[src/rtl/muldiv_sequencer_pkg.sv]
// Shared definitions for the multiply/divide sequencer: op codes, FSM states
// and small op-decode helpers.
package muldiv_sequencer_pkg;

  localparam logic [1:0] MD_MULT  = 2'b00;
  localparam logic [1:0] MD_MULTU = 2'b01;
  localparam logic [1:0] MD_DIV   = 2'b10;
  localparam logic [1:0] MD_DIVU  = 2'b11;

  typedef enum logic [1:0] {
    S_IDLE = 2'b00,
    S_MUL  = 2'b01,
    S_DIV  = 2'b10,
    S_DONE = 2'b11
  } state_t;

  function automatic logic op_is_signed(input logic [1:0] op);
    return (op == MD_MULT) || (op == MD_DIV);
  endfunction

  function automatic logic op_is_div(input logic [1:0] op);
    return (op == MD_DIV) || (op == MD_DIVU);
  endfunction

endpackage

[src/rtl/muldiv_sequencer_div_iter_core.sv]
// Radix-2 restoring divider datapath on unsigned magnitudes. One step per
// enabled cycle; the step result is also exposed so the caller can capture
// the final quotient/remainder on the same edge as the last step.
module muldiv_sequencer_div_iter_core #(
  parameter int WIDTH = 32
) (
  input  logic             clk,
  input  logic             rst,
  input  logic             load,
  input  logic             step_en,
  input  logic [WIDTH-1:0] dividend,
  input  logic [WIDTH-1:0] divisor,
  output logic [WIDTH-1:0] quot_step,
  output logic [WIDTH-1:0] rem_step
);

  logic [WIDTH-1:0] rem_r;
  logic [WIDTH-1:0] quot_r;
  logic [WIDTH-1:0] div_r;
  logic [WIDTH:0]   shifted_s;
  logic [WIDTH:0]   diff_s;

  // One restoring step: shift in the next dividend bit, subtract if it fits
  always_comb begin
    shifted_s = {rem_r, quot_r[WIDTH-1]};
    diff_s    = shifted_s - {1'b0, div_r};
    if (!diff_s[WIDTH]) begin
      rem_step  = diff_s[WIDTH-1:0];
      quot_step = {quot_r[WIDTH-2:0], 1'b1};
    end else begin
      rem_step  = shifted_s[WIDTH-1:0];
      quot_step = {quot_r[WIDTH-2:0], 1'b0};
    end
  end

  // Partial remainder / quotient shift registers
  always_ff @(posedge clk) begin
    if (rst) begin
      rem_r  <= {WIDTH{1'b0}};
      quot_r <= {WIDTH{1'b0}};
      div_r  <= {WIDTH{1'b0}};
    end else if (load) begin
      rem_r  <= {WIDTH{1'b0}};
      quot_r <= dividend;
      div_r  <= divisor;
    end else if (step_en) begin
      rem_r  <= rem_step;
      quot_r <= quot_step;
    end else begin
      rem_r  <= rem_r;
      quot_r <= quot_r;
    end
  end

endmodule

[src/rtl/muldiv_sequencer.sv]
// Multi-cycle MULT/MULTU/DIV/DIVU sequencer for the execute stage: holds the
// pipeline via stall_o while an op runs and presents {hi,lo} in DONE.
module muldiv_sequencer
  import muldiv_sequencer_pkg::*;
#(
  parameter int WIDTH   = 32,
  parameter int MUL_LAT = 2
) (
  input  logic             clk,
  input  logic             rst,
  input  logic             start_i,
  input  logic [1:0]       op_i,
  input  logic [WIDTH-1:0] srca_i,
  input  logic [WIDTH-1:0] srcb_i,
  input  logic             cancel_i,
  input  logic             hold_i,
  output logic             stall_o,
  output logic             busy_o,
  output logic             done_o,
  output logic [WIDTH-1:0] hi_o,
  output logic [WIDTH-1:0] lo_o
);

  localparam int DIV_ITER = WIDTH;
  localparam int CNT_W    = $clog2(WIDTH + 1);
  localparam logic [CNT_W-1:0] MUL_LAST = CNT_W'(MUL_LAT - 1);
  localparam logic [CNT_W-1:0] DIV_LAST = CNT_W'(DIV_ITER - 1);
  localparam logic [CNT_W-1:0] CNT_ONE  = CNT_W'(1);

  state_t             state_r;
  logic [CNT_W-1:0]   cnt_r;
  logic [WIDTH-1:0]   a_r;
  logic [WIDTH-1:0]   b_r;
  logic               mul_signed_r;
  logic               neg_q_r;
  logic               neg_r_r;
  logic               div_zero_r;
  logic               done_r;
  logic [WIDTH-1:0]   hi_r;
  logic [WIDTH-1:0]   lo_r;

  logic               accept_s;
  logic               step_s;
  logic               a_neg_s;
  logic               b_neg_s;
  logic [WIDTH-1:0]   a_mag_s;
  logic [WIDTH-1:0]   b_mag_s;
  logic [2*WIDTH-1:0] ext_a_s;
  logic [2*WIDTH-1:0] ext_b_s;
  logic [2*WIDTH-1:0] prod_s;
  logic [WIDTH-1:0]   quot_step_s;
  logic [WIDTH-1:0]   rem_step_s;
  logic [WIDTH-1:0]   quot_fix_s;
  logic [WIDTH-1:0]   rem_fix_s;

  assign accept_s = (state_r == S_IDLE) && start_i && !cancel_i;
  assign step_s   = (state_r == S_DIV) && !cancel_i;
  assign stall_o  = accept_s || (((state_r == S_MUL) || (state_r == S_DIV)) && !cancel_i);
  assign busy_o   = (state_r != S_IDLE);
  assign done_o   = done_r;
  assign hi_o     = hi_r;
  assign lo_o     = lo_r;

  assign a_neg_s = op_is_signed(op_i) && srca_i[WIDTH-1];
  assign b_neg_s = op_is_signed(op_i) && srcb_i[WIDTH-1];
  assign a_mag_s = a_neg_s ? -srca_i : srca_i;
  assign b_mag_s = b_neg_s ? -srcb_i : srcb_i;

  // Sign/zero extension to 2*WIDTH makes one multiplier serve both MULT and MULTU
  assign ext_a_s = {{WIDTH{mul_signed_r & a_r[WIDTH-1]}}, a_r};
  assign ext_b_s = {{WIDTH{mul_signed_r & b_r[WIDTH-1]}}, b_r};
  assign prod_s  = ext_a_s * ext_b_s;

  assign quot_fix_s = neg_q_r ? -quot_step_s : quot_step_s;
  assign rem_fix_s  = neg_r_r ? -rem_step_s  : rem_step_s;

  muldiv_sequencer_div_iter_core #(.WIDTH(WIDTH)) u_div (
    .clk       (clk),
    .rst       (rst),
    .load      (accept_s),
    .step_en   (step_s),
    .dividend  (a_mag_s),
    .divisor   (b_mag_s),
    .quot_step (quot_step_s),
    .rem_step  (rem_step_s)
  );

  // Sequencer FSM: accept, multiply latency count, divide iterations, result hold
  always_ff @(posedge clk) begin
    if (rst) begin
      state_r      <= S_IDLE;
      cnt_r        <= {CNT_W{1'b0}};
      a_r          <= {WIDTH{1'b0}};
      b_r          <= {WIDTH{1'b0}};
      mul_signed_r <= 1'b0;
      neg_q_r      <= 1'b0;
      neg_r_r      <= 1'b0;
      div_zero_r   <= 1'b0;
      done_r       <= 1'b0;
      hi_r         <= {WIDTH{1'b0}};
      lo_r         <= {WIDTH{1'b0}};
    end else begin
      case (state_r)
        S_IDLE: begin
          cnt_r <= {CNT_W{1'b0}};
          if (accept_s) begin
            a_r          <= srca_i;
            b_r          <= srcb_i;
            mul_signed_r <= op_is_signed(op_i);
            neg_q_r      <= a_neg_s ^ b_neg_s;
            neg_r_r      <= a_neg_s;
            div_zero_r   <= (srcb_i == {WIDTH{1'b0}});
            state_r      <= op_is_div(op_i) ? S_DIV : S_MUL;
          end else begin
            state_r <= S_IDLE;
          end
        end
        S_MUL: begin
          if (cancel_i) begin
            state_r <= S_IDLE;
            cnt_r   <= {CNT_W{1'b0}};
          end else if (cnt_r == MUL_LAST) begin
            {hi_r, lo_r} <= prod_s;
            done_r       <= 1'b1;
            state_r      <= S_DONE;
            cnt_r        <= {CNT_W{1'b0}};
          end else begin
            cnt_r <= cnt_r + CNT_ONE;
          end
        end
        S_DIV: begin
          if (cancel_i) begin
            state_r <= S_IDLE;
            cnt_r   <= {CNT_W{1'b0}};
          end else if (cnt_r == DIV_LAST) begin
            // Divide-by-zero reports all-ones quotient and the raw dividend
            if (div_zero_r) begin
              lo_r <= {WIDTH{1'b1}};
              hi_r <= a_r;
            end else begin
              lo_r <= quot_fix_s;
              hi_r <= rem_fix_s;
            end
            done_r  <= 1'b1;
            state_r <= S_DONE;
            cnt_r   <= {CNT_W{1'b0}};
          end else begin
            cnt_r <= cnt_r + CNT_ONE;
          end
        end
        S_DONE: begin
          if (cancel_i || !hold_i) begin
            state_r <= S_IDLE;
            done_r  <= 1'b0;
          end else begin
            state_r <= S_DONE;
          end
        end
        default: begin
          state_r <= S_IDLE;
          cnt_r   <= {CNT_W{1'b0}};
          done_r  <= 1'b0;
        end
      endcase
    end
  end

endmodule

[config.mk]
export PLATFORM = sky130hd
export DESIGN_NAME = muldiv_sequencer
export DESIGN_NICKNAME = d
export VERILOG_FILES = /design/src/rtl/muldiv_sequencer_pkg.sv /design/src/rtl/muldiv_sequencer_div_iter_core.sv /design/src/rtl/muldiv_sequencer.sv
export SDC_FILE = /design/constraint.sdc
export NUM_CORES = 2
export LEC_CHECK = 0
export BUFFER_PORTS_ARGS = -buffer_cell sky130_fd_sc_hd__buf_2
export CAP_MARGIN = 0
export CORE_ASPECT_RATIO = 1.25
export CORE_MARGIN = 2
export CORE_UTILIZATION = 40
export CTS_CLUSTER_DIAMETER = 40
export DETAILED_ROUTE_END_ITERATION = 10
export SETUP_SLACK_MARGIN = 0.2
export SLEW_MARGIN = 10
export SYNTH_ARGS = -nofsm -noshare
export SYNTH_HDL_FRONTEND = slang
export SYNTH_SLANG_ARGS = --single-unit
[constraint.sdc]
create_clock -name clk -period 11.6 [get_ports clk]
set_input_delay 1.74 -clock clk [delete_from_list [all_inputs] [get_ports clk]]
set_output_delay 1.74 -clock clk [all_outputs]
set_load 0.01 [all_outputs]
==> flow_summary.json <==
{
  "synth_cell_types": 95,
  "grt_start_max_net_pins": 89,
  "drtIter0Drc": 3062,
  "cp_max_fo": 22,
  "slowest_delay_ns": 0.89,
  "route.detailed.drc": 30,
  "yosys_most_used_dff": "dfxtp_1",
  "yosysSeqAreaShare_pct": 8.915,
  "drv_cap": 0,
  "hp-class": "flip-flop to flip-flop",
  "setup_viol_count_final": 0,
  "clkLatencyLatePin_ns": 0.62,
  "hold_viol_final": 0,
  "cts_made_buffers": 46,
  "hold_buffers": 0,
  "cts_resized": 0,
  "yosys-top-cells-area": "fa_1 42%, dfxtp_1 8.9%, inv_1 8.4%",
  "synthToLayoutAreaGrowth_pct": 7.156,
  "clock-root-buffer": "clkbuf_16",
  "dp_hpwl_um": 141300,
  "dpl_cell_area_um2": 55400,
  "violations": "design-rule violations",
  "ys_ff_latch": 237,
  "core_area_um2": 132000,
  "drv_slew": 0,
  "path_common_cell": "fa_1",
  "power.internal_w": 0.002295,
  "cts_tree": "yes",
  "min_period_ns": 9.381,
  "grt_pass1_wl_um": 273300,
  "cts.clk_slew.worst_paths_ns": 0.06,
  "antenna_found_initial": 5,
  "synth_edf_count": 0,
  "yosys_warnings": 0,
  "fmax_ghz": 0.1066,
  "yosysTopAreaCell": "fa_1",
  "die_x_um": 330.3,
  "status": "complete, but fails checks",
  "gp_congestion": 0.9574,
  "syn_inst": 6272,
  "cts_buffer_depth": 3,
  "post_synth.cell_area_avg_um2": 8.485,
  "cpMaxStageDelayCell": "fa_1",
  "via_per_inst": 5.451,
  "critPathCaptureType": "flip-flop",
  "ant_nets": 0,
  "grt_use_total_pct": 26.47,
  "pwr-share-clk_pct": 34.6,
  "drt_wl_total_um": 177200,
  "critPathRequiredTime_ns": 12.05,
  "reg2reg_depth": 30,
  "setup_tns_ns": 0,
  "synth_top_area_share_pct": 42.35,
  "nFillCells": 13310,
  "wl_per_cell_um": 22.30,
  "dr.pass1.iters": 9,
  "p_comb_share_pct": 41.9,
  "cts_sinks": 237,
  "grt_overflow": 0,
  "tightestPinTransition_ns": 1.186,
  "worstPathArrival_ns": 9.84,
  "drive_gt1_share_pct": 6.335,
  "fin_nets": 7617,
  "io_buffer_count": 137,
  "start_util_pct": 40.32,
  "die_h_um": 411.8,
  "powerDensity_nw_per_um2": 71.34,
  "io_pins": 138,
  "seq_power_share_pct": 23.5,
  "p_sw_share_pct": 43.58,
  "dr_total_vias": 43320,
  "netlist_area_um2": 53220,
  "skew_ns": 0.04346,
  "dieArea_um2": 136000,
  "holdWs_ns": 0.4361,
  "ir_drop_uv": 114.2,
  "cts_setup_buffers": 0,
  "start_kind": "flip-flop",
  "post-route-util_pct": 43.21,
  "syn-num-nets": 7723,
  "row_count": 149,
  "timing.final.crit_share_pct": 80.87,
  "slew_headroom_pct": 19.90,
  "cts_htree_levels": 2,
  "p_switching_w": 0.001773,
  "criticalPathCategory": "flip-flop to flip-flop",
  "async_flop_share_pct": 0,
  "grt_setup_unrepaired": "false",
  "grt_pass1_vias": 45660,
  "power.total_w": 0.004068,
  "whs_path_depth": 2,
  "p_leak_nw": 26.68,
  "fin_area_um2": 57030
}
synth_stat cells, drive strengths merged (87+ instances only):
cell / instances
clkbuf: 362
dfxtp: 237
fa: 1126
nor2: 280
ha: 254
inv: 1194
nand2: 1058
a21oi: 249
xnor2: 123
nor3: 87
and2: 354
o21ai: 131
metal layers:
metal | routed length (um) | track usage (%)
met1 | 65630 | 31.26
met2 | 90510 | 47.18
met3 | 10490 | 3.351
met4 | 10580 | 12.94
met5 | 13 | 0
sequential cells by signal, summed over array words and instances (netlist names), 2 cells and up:
signal,cells
a_r,32
b_r,32
cnt_r,6
hi_o,32
lo_o,32
state_r,2
u_div.div_r,32
u_div.quot_r,32
u_div.rem_r,32
layout make-up:
type / count / area (um^2) / share of cell area (%)
tap: 1736 / 2172 / 3.809
antenna: 7 / 17.52 / 0.03072
clock inverter: 37 / 451.7 / 0.7920
inverter: 1194 / 4482 / 7.859
sequential: 237 / 4752 / 8.333
multi-input combinational: 4445 / 42510 / 74.54
timing repair buffer: 242 / 1480 / 2.595
clock buffer: 49 / 1162 / 2.038
cell families after synthesis:
logic type      count (synthesis)  share of synthesized area [%]
flops                         237                          8.915
buf+inv                      1590                          11.30
mux                            36                         0.7006
fa+ha+maj                    1380                          48.33
xor+xnor                      180                          2.962
compound gates                794                          9.933
simple gates                 2055                          17.86
worst max-delay path: cells and delay by family, from the launching register on:
family,cells,cell delay (ns)
adders and majority gates,9,4.70
AOI/OAI and AO/OA,8,1.44
and+or+nand+nor,5,1.44
buffers and inverters,8,1.35
DFF,1,0.31
per-stage QoR:
| stage | instances | setup WS [ns] |
|---|---|---|
| 2_1_floorplan | 6272 | 3.428 |
| 3_3_place_gp | 7854 | 2.445 |
| 3_5_place_dp | 7854 | 2.286 |
| 4_1_cts | 7940 | 2.245 |
| 5_1_grt | 7940 | 1.703 |
| 6_report | 7947 | 2.219 |
path summary, 6_finish.rpt:
kind                 from  slack [ns]  endpoint
max          mul_signed_r        2.22  hi_o[30]
min              lo_o[24]        0.44  lo_o[24]
max reg2reg  mul_signed_r        2.22  hi_o[30]
min reg2reg      lo_o[24]        0.44  lo_o[24]
layout by cell type (no fill, tap or decap), types with 12 or more instances in the layout:
master and instances:
nand3b_1 12, o31ai_1 31, or2_2 21, or4_1 12, nor2b_1 22, nor2_1 277, o21a_1 21, ha_1 253
o211ai_1 24, or3_1 16, and2_1 353, xor2_1 57, buf_4 105, a21oi_1 248, o21bai_1 22, o221ai_1 29
a31oi_1 24, nor4_1 29, nand3_1 38, o21ai_0 127, mux2i_1 26, nor3_1 85, nand2_1 1057, buf_2 136
xnor2_1 123, nand4_1 25, and3_1 41, o41ai_1 16, fa_1 1126, clkbuf_16 46, a311oi_1 27, a21o_1 52
a211oi_1 78, nand2b_1 30, dfxtp_1 231, inv_1 1194
power by group through the flow:
stage / sequential [W] / combinational, W / clock [W]
detailed placement: 0.000970 / 0.00168 / 0
global route: 0.000961 / 0.00185 / 0.00146
CTS: 0.000954 / 0.00169 / 0.00142
global placement: 0.000969 / 0.00167 / 0
floorplan: 0.000929 / 0.00114 / 0
finish: 0.000956 / 0.00171 / 0.00141
(Power assumes the default switching activity.)
